**config.mk**
```make
export PLATFORM = sky130hd
export DESIGN_NAME = bus_master_port
export DESIGN_NICKNAME = d
export VERILOG_FILES = /design/src/rtl/bus_pkg.sv /design/src/rtl/serial_shifter.sv /design/src/rtl/bus_master_port.sv
export SDC_FILE = /design/constraint.sdc
export NUM_CORES = 1
export LEC_CHECK = 0
export CAP_MARGIN = 0
export CELL_PAD_IN_SITES_DETAIL_PLACEMENT = 1
export CELL_PAD_IN_SITES_GLOBAL_PLACEMENT = 2
export CORE_ASPECT_RATIO = 0.9
export CORE_MARGIN = 4
export CORE_UTILIZATION = 33
export CTS_BUF_LIST = sky130_fd_sc_hd__clkbuf_4 sky130_fd_sc_hd__clkbuf_8 sky130_fd_sc_hd__clkbuf_16
export DETAILED_ROUTE_END_ITERATION = 10
export GPL_TIMING_DRIVEN = 0
export PLACE_DENSITY = 0.95
export SLEW_MARGIN = 10
export SYNTH_ARGS = -nofsm -noshare
export SYNTH_HDL_FRONTEND = slang
export SYNTH_SLANG_ARGS = --single-unit
```
**constraint.sdc**
```tcl
create_clock -name i_clk -period 5.8 [get_ports i_clk]
set_clock_uncertainty 0.15 [all_clocks]
set_input_delay 0.58 -clock i_clk [delete_from_list [all_inputs] [get_ports i_clk]]
set_output_delay 0.58 -clock i_clk [all_outputs]
set_load 0.02 [all_outputs]
```
**src/rtl/bus_pkg.sv**
```systemverilog
// rtl/bus_pkg.sv - shared bus state encoding, mode constants and default widths
// Purpose: common types for the master, arbiter and slave ports of the serial bus.
// Contents: state_t FSM encoding, MODE_* constants, DEF_* widths, max3 helper.
package bus_pkg;

  typedef enum logic [2:0] {
    ST_IDLE,
    ST_DEV,
    ST_WAIT_ACK,
    ST_ADDR,
    ST_WDATA,
    ST_RDATA,
    ST_RESP
  } state_t;

  localparam logic MODE_READ  = 1'b0;
  localparam logic MODE_WRITE = 1'b1;

  localparam int DEF_DEV_WIDTH  = 5;
  localparam int DEF_ADDR_WIDTH = 12;
  localparam int DEF_DATA_WIDTH = 8;

  function automatic int max3(input int a, input int b, input int c);
    int m;
    m = (a > b) ? a : b;
    return (m > c) ? m : c;
  endfunction

endpackage

```
**src/rtl/serial_shifter.sv**
```systemverilog
// rtl/serial_shifter.sv - PISO/SIPO shift register with bit counter
// Purpose: MSB-first serial shifter used for both transmit and receive paths.
// Ports:
//   i_clk, i_rst      clock, synchronous active-high reset
//   i_load            load i_load_data and clear the bit counter
//   i_load_data       parallel value to load
//   i_shift           shift left one bit, i_sin enters at the LSB
//   i_sin             serial input bit
//   i_len             number of bits in the current field
//   o_sout            current serial output bit (MSB)
//   o_data            parallel register contents
//   o_done            the current bit is the last one of the field
module serial_shifter #(
  parameter int WIDTH = 8,
  parameter int CNT_W = 4
) (
  input  logic             i_clk,
  input  logic             i_rst,
  input  logic             i_load,
  input  logic [WIDTH-1:0] i_load_data,
  input  logic             i_shift,
  input  logic             i_sin,
  input  logic [CNT_W-1:0] i_len,
  output logic             o_sout,
  output logic [WIDTH-1:0] o_data,
  output logic             o_done
);

  logic [WIDTH-1:0] r_data;
  logic [CNT_W-1:0] r_cnt;

  always_ff @(posedge i_clk) begin
    if (i_rst) begin
      r_data <= '0;
      r_cnt  <= '0;
    end else if (i_load) begin
      r_data <= i_load_data;
      r_cnt  <= '0;
    end else if (i_shift) begin
      r_data <= {r_data[WIDTH-2:0], i_sin};
      // Saturate at the field length so the counter never wraps.
      if (r_cnt != i_len) begin
        r_cnt <= r_cnt + CNT_W'(1);
      end
    end
  end

  assign o_sout = r_data[WIDTH-1];
  assign o_data = r_data;
  assign o_done = (r_cnt == i_len - CNT_W'(1));

endmodule

```
**src/rtl/bus_master_port.sv**
```systemverilog
// rtl/bus_master_port.sv - master-side bit-serial bus port
// Purpose: turns one parallel core request into the serial dev/ack/addr/data
// handshake toward the arbiter and returns one parallel response.
// Ports:
//   i_clk, i_rst                           clock, synchronous active-high reset
//   i_req_valid/o_req_ready                core request handshake
//   i_req_mode/dev/addr/wdata              request fields (mode 0=read, 1=write)
//   o_rsp_valid/i_rsp_ready                core response handshake
//   o_rsp_err, o_rsp_rdata                 response status and read data
//   o_mode                                 transaction mode to the bus
//   o_wr_bus/o_master_valid/i_slave_ready  master-to-bus serial handshake
//   i_rd_bus/i_slave_valid/o_master_ready  bus-to-master serial handshake
//   i_ack                                  arbiter ack, qualified by i_slave_valid
module bus_master_port import bus_pkg::*; #(
  parameter int DEV_WIDTH   = DEF_DEV_WIDTH,
  parameter int ADDR_WIDTH  = DEF_ADDR_WIDTH,
  parameter int DATA_WIDTH  = DEF_DATA_WIDTH,
  parameter int ACK_TIMEOUT = 15
) (
  input  logic                  i_clk,
  input  logic                  i_rst,
  input  logic                  i_req_valid,
  output logic                  o_req_ready,
  input  logic                  i_req_mode,
  input  logic [DEV_WIDTH-1:0]  i_req_dev,
  input  logic [ADDR_WIDTH-1:0] i_req_addr,
  input  logic [DATA_WIDTH-1:0] i_req_wdata,
  output logic                  o_rsp_valid,
  input  logic                  i_rsp_ready,
  output logic                  o_rsp_err,
  output logic [DATA_WIDTH-1:0] o_rsp_rdata,
  output logic                  o_mode,
  output logic                  o_wr_bus,
  output logic                  o_master_valid,
  input  logic                  i_slave_ready,
  input  logic                  i_rd_bus,
  input  logic                  i_slave_valid,
  output logic                  o_master_ready,
  input  logic                  i_ack
);

  localparam int TXW   = max3(DEV_WIDTH, ADDR_WIDTH, DATA_WIDTH);
  localparam int CNT_W = $clog2(TXW + 1);
  localparam int TO_W  = $clog2(ACK_TIMEOUT + 1);

  state_t                r_state, w_next;
  logic                  r_mode;
  logic [ADDR_WIDTH-1:0] r_addr;
  logic [DATA_WIDTH-1:0] r_wdata;
  logic                  r_err;
  logic [TO_W-1:0]       r_to_cnt;

  logic                  w_tx_load, w_tx_xfer, w_tx_done, w_tx_sout;
  logic [TXW-1:0]        w_tx_load_data, w_tx_data_unused;
  logic [CNT_W-1:0]      w_tx_len;
  logic                  w_accept, w_rx_shift, w_rx_done, w_rx_sout_unused;
  logic [DATA_WIDTH-1:0] w_rx_data;

  assign w_accept   = (r_state == ST_IDLE) && i_req_valid;
  assign w_tx_xfer  = o_master_valid && i_slave_ready;
  assign w_rx_shift = (r_state == ST_RDATA) && i_slave_valid;

  // Fields are left-aligned in the shared transmit register so the MSB is sent first.
  always_comb begin
    w_tx_load      = 1'b0;
    w_tx_load_data = '0;
    case (r_state)
      ST_IDLE: if (i_req_valid) begin
        w_tx_load      = 1'b1;
        w_tx_load_data = TXW'(i_req_dev) << (TXW - DEV_WIDTH);
      end
      ST_WAIT_ACK: if (i_slave_valid && i_ack) begin
        w_tx_load      = 1'b1;
        w_tx_load_data = TXW'(r_addr) << (TXW - ADDR_WIDTH);
      end
      ST_ADDR: if (w_tx_xfer && w_tx_done && r_mode == MODE_WRITE) begin
        w_tx_load      = 1'b1;
        w_tx_load_data = TXW'(r_wdata) << (TXW - DATA_WIDTH);
      end
      default: ;
    endcase
  end

  always_comb begin
    case (r_state)
      ST_ADDR:  w_tx_len = CNT_W'(ADDR_WIDTH);
      ST_WDATA: w_tx_len = CNT_W'(DATA_WIDTH);
      default:  w_tx_len = CNT_W'(DEV_WIDTH);
    endcase
  end

  serial_shifter #(.WIDTH(TXW), .CNT_W(CNT_W)) u_tx (
    .i_clk(i_clk), .i_rst(i_rst), .i_load(w_tx_load), .i_load_data(w_tx_load_data),
    .i_shift(w_tx_xfer), .i_sin(1'b0), .i_len(w_tx_len),
    .o_sout(w_tx_sout), .o_data(w_tx_data_unused), .o_done(w_tx_done)
  );

  // Cleared on accept so write and error responses carry zero read data.
  serial_shifter #(.WIDTH(DATA_WIDTH), .CNT_W(CNT_W)) u_rx (
    .i_clk(i_clk), .i_rst(i_rst), .i_load(w_accept), .i_load_data('0),
    .i_shift(w_rx_shift), .i_sin(i_rd_bus), .i_len(CNT_W'(DATA_WIDTH)),
    .o_sout(w_rx_sout_unused), .o_data(w_rx_data), .o_done(w_rx_done)
  );

  always_ff @(posedge i_clk) begin
    if (i_rst) r_state <= ST_IDLE;
    else       r_state <= w_next;
  end

  always_comb begin
    w_next = r_state;
    case (r_state)
      ST_IDLE:     if (i_req_valid) w_next = ST_DEV;
      ST_DEV:      if (w_tx_xfer && w_tx_done) w_next = ST_WAIT_ACK;
      ST_WAIT_ACK: begin
        // A response in the expiry cycle wins over the timeout.
        if (i_slave_valid)                               w_next = i_ack ? ST_ADDR : ST_RESP;
        else if (r_to_cnt == TO_W'(ACK_TIMEOUT - 1))     w_next = ST_RESP;
      end
      ST_ADDR:     if (w_tx_xfer && w_tx_done)
                     w_next = (r_mode == MODE_WRITE) ? ST_WDATA : ST_RDATA;
      ST_WDATA:    if (w_tx_xfer && w_tx_done) w_next = ST_RESP;
      ST_RDATA:    if (w_rx_shift && w_rx_done) w_next = ST_RESP;
      ST_RESP:     if (i_rsp_ready) w_next = ST_IDLE;
      default:     w_next = ST_IDLE;
    endcase
  end

  always_comb begin
    o_req_ready    = 1'b0;
    o_master_valid = 1'b0;
    o_master_ready = 1'b0;
    o_wr_bus       = 1'b0;
    o_mode         = 1'b0;
    o_rsp_valid    = 1'b0;
    o_rsp_err      = 1'b0;
    o_rsp_rdata    = '0;
    case (r_state)
      ST_IDLE:     o_req_ready = 1'b1;
      ST_DEV, ST_ADDR, ST_WDATA: begin
        o_master_valid = 1'b1;
        o_wr_bus       = w_tx_sout;
        o_mode         = r_mode;
      end
      ST_WAIT_ACK, ST_RDATA: begin
        o_master_ready = 1'b1;
        o_mode         = r_mode;
      end
      ST_RESP: begin
        o_rsp_valid = 1'b1;
        o_rsp_err   = r_err;
        o_rsp_rdata = w_rx_data;
      end
      default: ;
    endcase
  end

  always_ff @(posedge i_clk) begin
    if (i_rst) begin
      r_mode   <= MODE_READ;
      r_addr   <= '0;
      r_wdata  <= '0;
      r_err    <= 1'b0;
      r_to_cnt <= '0;
    end else begin
      if (w_accept) begin
        r_mode  <= i_req_mode;
        r_addr  <= i_req_addr;
        r_wdata <= i_req_wdata;
        r_err   <= 1'b0;
      end
      if (r_state == ST_WAIT_ACK) begin
        if (!i_slave_valid) r_to_cnt <= r_to_cnt + TO_W'(1);
        if (w_next == ST_RESP) r_err <= 1'b1;
      end else begin
        r_to_cnt <= '0;
      end
    end
  end

endmodule

```
==> impl_metrics.json, run 1 <==
{
  "gp_congestion": 0.825,
  "dr.pass1.iters": 4,
  "critPathKind": "reg2out",
  "syn_avg_cell_area_um2": 7.89,
  "detail_route.vias_per_cell": 5.28,
  "final_core_util": 0.440,
  "grt_max_degree": 11,
  "post-synth-top-area-cell": "sky130_fd_sc_hd__dfxtp_1",
  "setup_violations": 0,
  "netlist.area_leader.share": 0.407,
  "drc_markers": 0,
  "clock_path_buffers": 2,
  "period_share": 0.558,
  "worst_setup_hold_path_clk_slew_ns": 0.07,
  "place.detailed.instances": 501,
  "core-area_um2": 8150,
  "fin_setup_tns_ns": 0,
  "power.net_switching_w": 0.000241,
  "rows": 31,
  "area_growth_synth_to_finish_pct": 27.9,
  "critPathCaptureType": "primary output",
  "placement.io_buffers": 47,
  "syn_inst": 355,
  "startpoint_type_of_the_worst_setup_path": "flip-flop",
  "die_area_um2": 10000,
  "crit_arrival_ns": 2.51,
  "postCtsSetupBuffers": 0,
  "p_leak_nw": 1.34,
  "clock_sink_count": 57,
  "ys_seq_elements": 57,
  "clock_tree_from_tritoncts": "built",
  "grt_first_pass_wirelength_um": 13800,
  "mappedNetlistNets": 394,
  "cts_hold_buf": 0,
  "die_h_um": 95.4,
  "grt_remaining_overflow": 0,
  "vdd.ir_drop.worst_mv": 0.106,
  "final-hold-violation-count": 0,
  "cellPowerDensity_nw_per_um2": 256,
  "die_width_um": 105,
  "drv_slew": 0,
  "achievable-frequency_mhz": 309,
  "timing.slew.headroom": 0.495,
  "n_antenna_cell": 0,
  "tightest_slew_ns": 0.751,
  "synth.lib_cells_used.distinct": 52,
  "sw_frac_of_total": 0.263,
  "post_cts.resized_instances": 0,
  "power.sequential.fraction": 0.462,
  "postRouteWirelength_um": 8070,
  "routedWlPerCell_um": 15.7,
  "internal-power_w": 0.000677,
  "antenna_violations_before_repair": 0,
  "pwr-share-comb": 0.140,
  "synth_ff_type": "sky130_fd_sc_hd__dfxtp_1",
  "htree_num_levels": 3,
  "synth_enable_flop_cells": 0,
  "mostFrequentLayoutCell": "sky130_fd_sc_hd__nand2_1",
  "floorplan.initialDensity": 0.344,
  "share_clk_of_total_power": 0.399,
  "ios": 49,
  "rsz0062_at_grt": "false",
  "grt_pass1_vias": 2782,
  "antenna_violating_nets_post_route": 0,
  "hp-class": "reg2reg",
  "total_via_count_after_detailed_routing": 2719,
  "post-route-min-period_ns": 3.24,
  "clockRootBuffer": "sky130_fd_sc_hd__clkbuf_8",
  "critPathRequiredTime_ns": 5.07,
  "drive_above_1_share": 0.0769,
  "cts_buffer_count": 9,
  "postSynth.asyncResetShare": 0,
  "detail_route.iter0.violations": 117,
  "synthesis_warnings": 0,
  "netlist_top_cells_area": "sky130_fd_sc_hd__dfxtp_1, sky130_fd_sc_hd__nand2_1, sky130_fd_sc_hd__a21oi_1",
  "crit_path_max_fanout": 10,
  "design.final.nets": 452,
  "status": "complete, no violations",
  "layoutNonFillerInstCount": 515,
  "final_cell_mix": "sky130_fd_sc_hd__nand2_1, sky130_fd_sc_hd__dfxtp_1, sky130_fd_sc_hd__clkdlybuf4s50_1, sky130_fd_sc_hd__a21oi_1, sky130_fd_sc_hd__nor2_1",
  "cap_violations": 0,
  "post_synth_instance_area_um2": 2800,
  "seq_area_frac_synth": 0.407,
  "grt_util_all_layers": 0.172,
  "worst_skew_pair.late_latency_ns": 0.34,
  "dpl.hpwl_um": 6070
}
cell families (layout without fill, tap and decap cells):
logic type	Yosys count	count (layout)	synth area share
AOI/OAI and AO/OA	85	85	0.199
xor gates and xnor gates	8	8	0.0250
adders and majority gates	5	5	0.0223
buffers and inverters	26	87	0.0406
DFF	57	57	0.407
muxes	7	7	0.0250
and+or+nand+nor	167	167	0.280
final timing paths:
check / endpoint / depth (start not counted) / slack, ns / from
worst max-delay path: o_rsp_rdata[1] / 6 / 2.56 / r_state[1]
worst min-delay path: r_wdata[6] / 2 / 0.31 / r_wdata[6]
worst max register to register: u_tx.o_data[4] / 5 / 3.52 / u_tx.r_cnt[0]
worst min register to register: r_wdata[6] / 2 / 0.31 / r_wdata[6]
cell type report:
cell class              instances  area, um2
fillers                      1019       4560
multi-input cells             272       1550
flip-flops and latches         57       1140
repair buffers                 47        470
clock buffers                  11        145
well taps                      99        124
plain buffers                  20       91.3
clock inverters                 3       42.5
inverters                       6       22.5
worst max-delay path: stages, from the launching register on:
cell and delay [ns]:
sky130_fd_sc_hd__dfxtp_1 0.34, sky130_fd_sc_hd__buf_2 0.23, sky130_fd_sc_hd__buf_2 0.25, sky130_fd_sc_hd__nand2_1 0.12, sky130_fd_sc_hd__nor2_1 0.38, sky130_fd_sc_hd__and2_1 0.21
sky130_fd_sc_hd__clkdlybuf4s50_1 0.63
Yosys cell counts, types with 6 or more instances:
| cell | instances |
|---|---|
| sky130_fd_sc_hd__buf_2 | 10 |
| sky130_fd_sc_hd__o21ai_0 | 12 |
| sky130_fd_sc_hd__nand2_1 | 80 |
| sky130_fd_sc_hd__a21oi_1 | 36 |
| sky130_fd_sc_hd__nor2_1 | 31 |
| sky130_fd_sc_hd__mux2i_1 | 7 |
| sky130_fd_sc_hd__clkbuf_1 | 9 |
| sky130_fd_sc_hd__nor3_1 | 9 |
| sky130_fd_sc_hd__inv_1 | 6 |
| sky130_fd_sc_hd__dfxtp_1 | 57 |
| sky130_fd_sc_hd__and2_1 | 12 |
through the flow:
stage | hold slack [ns] | area, um2 | total power [W] | setup WS [ns]
2_1_floorplan | 0.275 | 2800 | 0.000504 | 3.53
4_1_cts | 0.309 | 3580 | 0.000927 | 2.50
5_1_grt | 0.329 | 3580 | 0.000964 | 2.33
3_5_place_dp | 0.298 | 3400 | 0.000560 | 2.84
6_report | 0.308 | 3580 | 0.000918 | 2.56
3_3_place_gp | 0.285 | 3400 | 0.000555 | 2.95
metal layers:
layer  routed length, um  GRT usage
met3                 316     0.0318
met2                3710      0.273
met4                 188     0.0831
met5                   0          0
met1                3850      0.228
power groups by stage:
stage               Combinational, W  Sequential, W  Clock [W]
CTS                         0.000129       0.000424   0.000375
floorplan                  0.0000767       0.000427          0
detailed placement          0.000128       0.000432          0
global route                0.000143       0.000426   0.000395
global placement            0.000124       0.000431          0
finish                      0.000128       0.000424   0.000366
flip-flops by register name, summed over array words and instances (netlist names):
| name | cells |
|---|---|
| r_wdata | 8 |
| u_tx.o_data | 12 |
| r_state | 3 |
| r_to_cnt | 4 |
| r_mode | 1 |
| r_err | 1 |
| u_rx.r_cnt | 4 |
| u_tx.r_cnt | 4 |
| u_rx.o_data | 8 |
| r_addr | 12 |
No activity file was read; power rests on OpenSTA's default activity.
==> run 2, diff against run 1 <==
CORE_UTILIZATION = 27   (was 33)
PLACE_DENSITY = 0.86   (was 0.95)
clock period = 2.8 ns   (was 5.8 ns; I/O delays follow)
==> impl_metrics.json, run 2 (synthesis results as in run 1) <==
{
  "status": "complete, no violations",
  "finalInstanceArea_um2": 3810,
  "crit_path_max_fanout": 10,
  "placement.io_buffers": 47,
  "critPathKind": "reg2out",
  "ff_latch_area_um2": 1140,
  "die_area_um2": 12100,
  "rsz0062_at_grt": "false",
  "grt_remaining_overflow": 0,
  "cap_violations": 0,
  "clock_sink_count": 57,
  "postRouteWirelength_um": 8180,
  "startpoint": "r_state[1]",
  "mostFrequentLayoutCell": "sky130_fd_sc_hd__nand2_1",
  "gp_congestion": 0.787,
  "antenna_violations_before_repair": 0,
  "cellPowerDensity_nw_per_um2": 643,
  "worst_skew_pair.late_latency_ns": 0.32,
  "crit_arrival_ns": 2.26,
  "design.final.nets": 453,
  "total_via_count_after_detailed_routing": 2664,
  "critPathRequiredTime_ns": 2.37,
  "drv_slew": 0,
  "fin_setup_tns_ns": 0,
  "crit-reg2reg-launch": "r_state[0]",
  "clock_path_buffers": 2,
  "grt_max_degree": 11,
  "startpoint_type_of_the_worst_setup_path": "flip-flop",
  "post-route-min-period_ns": 2.69,
  "n_antenna_cell": 0,
  "grt_first_pass_wirelength_um": 13800,
  "detail_route.vias_per_cell": 4.89,
  "grt_pass1_vias": 2717,
  "area_growth_synth_to_finish_pct": 36.1,
  "ios": 49,
  "die_h_um": 105,
  "worst_setup_hold_path_clk_slew_ns": 0.05,
  "grt_util_all_layers": 0.142,
  "setup_violations": 0,
  "cts_buffer_count": 9,
  "postPlaceCellArea_um2": 3430,
  "timing.slew.headroom": 0.544,
  "htree_num_levels": 3,
  "critPathCaptureType": "primary output",
  "drc_markers": 0,
  "final-hold-violation-count": 0,
  "clock_tree_from_tritoncts": "built",
  "cts_hold_buf": 0,
  "vdd.ir_drop.worst_mv": 0.320,
  "p_leak_nw": 1.42,
  "drive_above_1_share": 0.0907,
  "rrSetupSlack_ns": 0.52,
  "achievable-frequency_mhz": 372,
  "dr.pass1.iters": 4,
  "tightest_slew_ns": 0.678,
  "core-area_um2": 9910,
  "routedWlPerCell_um": 15.0,
  "fillCellCount": 1181,
  "holdCritStartpoint": "i_rst",
  "antenna_violating_nets_post_route": 0,
  "die_width_um": 115,
  "hp-class": "in2reg",
  "multi_input_area_um2": 1570,
  "dpl.hpwl_um": 5990,
  "clockRootBuffer": "sky130_fd_sc_hd__clkbuf_16",
  "floorplan.initialDensity": 0.283,
  "rows": 34,
  "detail_route.iter0.violations": 112,
  "final_cell_mix": "sky130_fd_sc_hd__nand2_1, sky130_fd_sc_hd__dfxtp_1, sky130_fd_sc_hd__clkdlybuf4s50_1, sky130_fd_sc_hd__a21oi_1, sky130_fd_sc_hd__nor2_1",
  "period_share": 0.959
}
run 2: changes by cell type in the layout (fill, tap and decap cells not counted), moves of 2 or more:
cell,before,now
sky130_fd_sc_hd__nor2_4,0,2
sky130_fd_sc_hd__bufinv_16,1,3
sky130_fd_sc_hd__clkbuf_8,10,2
sky130_fd_sc_hd__clkbuf_16,0,9
run 2: final cells by class:
| class | count | share of cell area |
|---|---|---|
| Clock inverter | 4 | 0.0259 |
| Clock buffer | 12 | 0.0682 |
| Tap cell | 126 | 0.0413 |
| Multi-Input combinational cell | 273 | 0.411 |
| Sequential cell | 57 | 0.299 |
| Buffer | 20 | 0.0249 |
| Timing Repair Buffer | 47 | 0.123 |
| Inverter | 6 | 0.00591 |
run 2: metal layers:
metal / up-vias / GRT usage / wire (um)
met5: - / 0 / 0
met4: 0 / 0.0377 / 86
met3: 5 / 0.0382 / 272
met2: 40 / 0.221 / 3820
met1: 1253 / 0.194 / 4000
li1: 1366 / - / -
run 2: worst paths after layout:
| kind | to | cells past startpoint |
|---|---|---|
| max | o_wr_bus | 6 |
| min | u_tx.o_data[4] | 2 |
| max reg2reg | u_rx.r_cnt[2] | 6 |
| min reg2reg | r_addr[8] | 2 |
run 2: worst max-delay path: stages (launching register included):
cell	delay, ns
sky130_fd_sc_hd__dfxtp_1	0.31
sky130_fd_sc_hd__buf_2	0.18
sky130_fd_sc_hd__or3b_1	0.35
sky130_fd_sc_hd__buf_2	0.16
sky130_fd_sc_hd__nand2_1	0.13
sky130_fd_sc_hd__and2_1	0.17
sky130_fd_sc_hd__clkdlybuf4s50_1	0.61
run 2: through the flow:
stage | utilization | worst slack, ns | hold WS, ns | cells | power (W)
2_1_floorplan | - | 0.696 | 0.266 | 355 | 0.00104
5_1_grt | 0.385 | 0.0306 | 0.325 | 545 | 0.00255
4_1_cts | 0.382 | 0.0353 | 0.265 | 544 | 0.00247
3_3_place_gp | 0.346 | 0.229 | 0.287 | 528 | 0.00115
3_5_place_dp | 0.346 | 0.189 | 0.299 | 528 | 0.00116
6_report | 0.385 | 0.114 | 0.264 | 545 | 0.00245
run 2: repair_timing:
item | in CTS | in global routing
endpoints found under the setup margin | 8 | 8
gates cloned | 0 | 1
setup buffers | 0 | 0
pin swaps | 0 | 1
resized for setup | 1 | 6
run 2: where the power goes:
| group | total, W | switching (W) | internal (W) |
|---|---|---|---|
| combinational | 0.000268 | 0.000148 | 0.000119 |
| clock | 0.00131 | 0.000378 | 0.000928 |
| sequential | 0.000878 | 0.0000259 | 0.000852 |
==> run 3, diff against run 2 <==
TNS_END_PERCENT = 10   (was not set)
==> results of run 3 <==
Same layout as run 2: the final DEF is identical, and so are final timing and power.
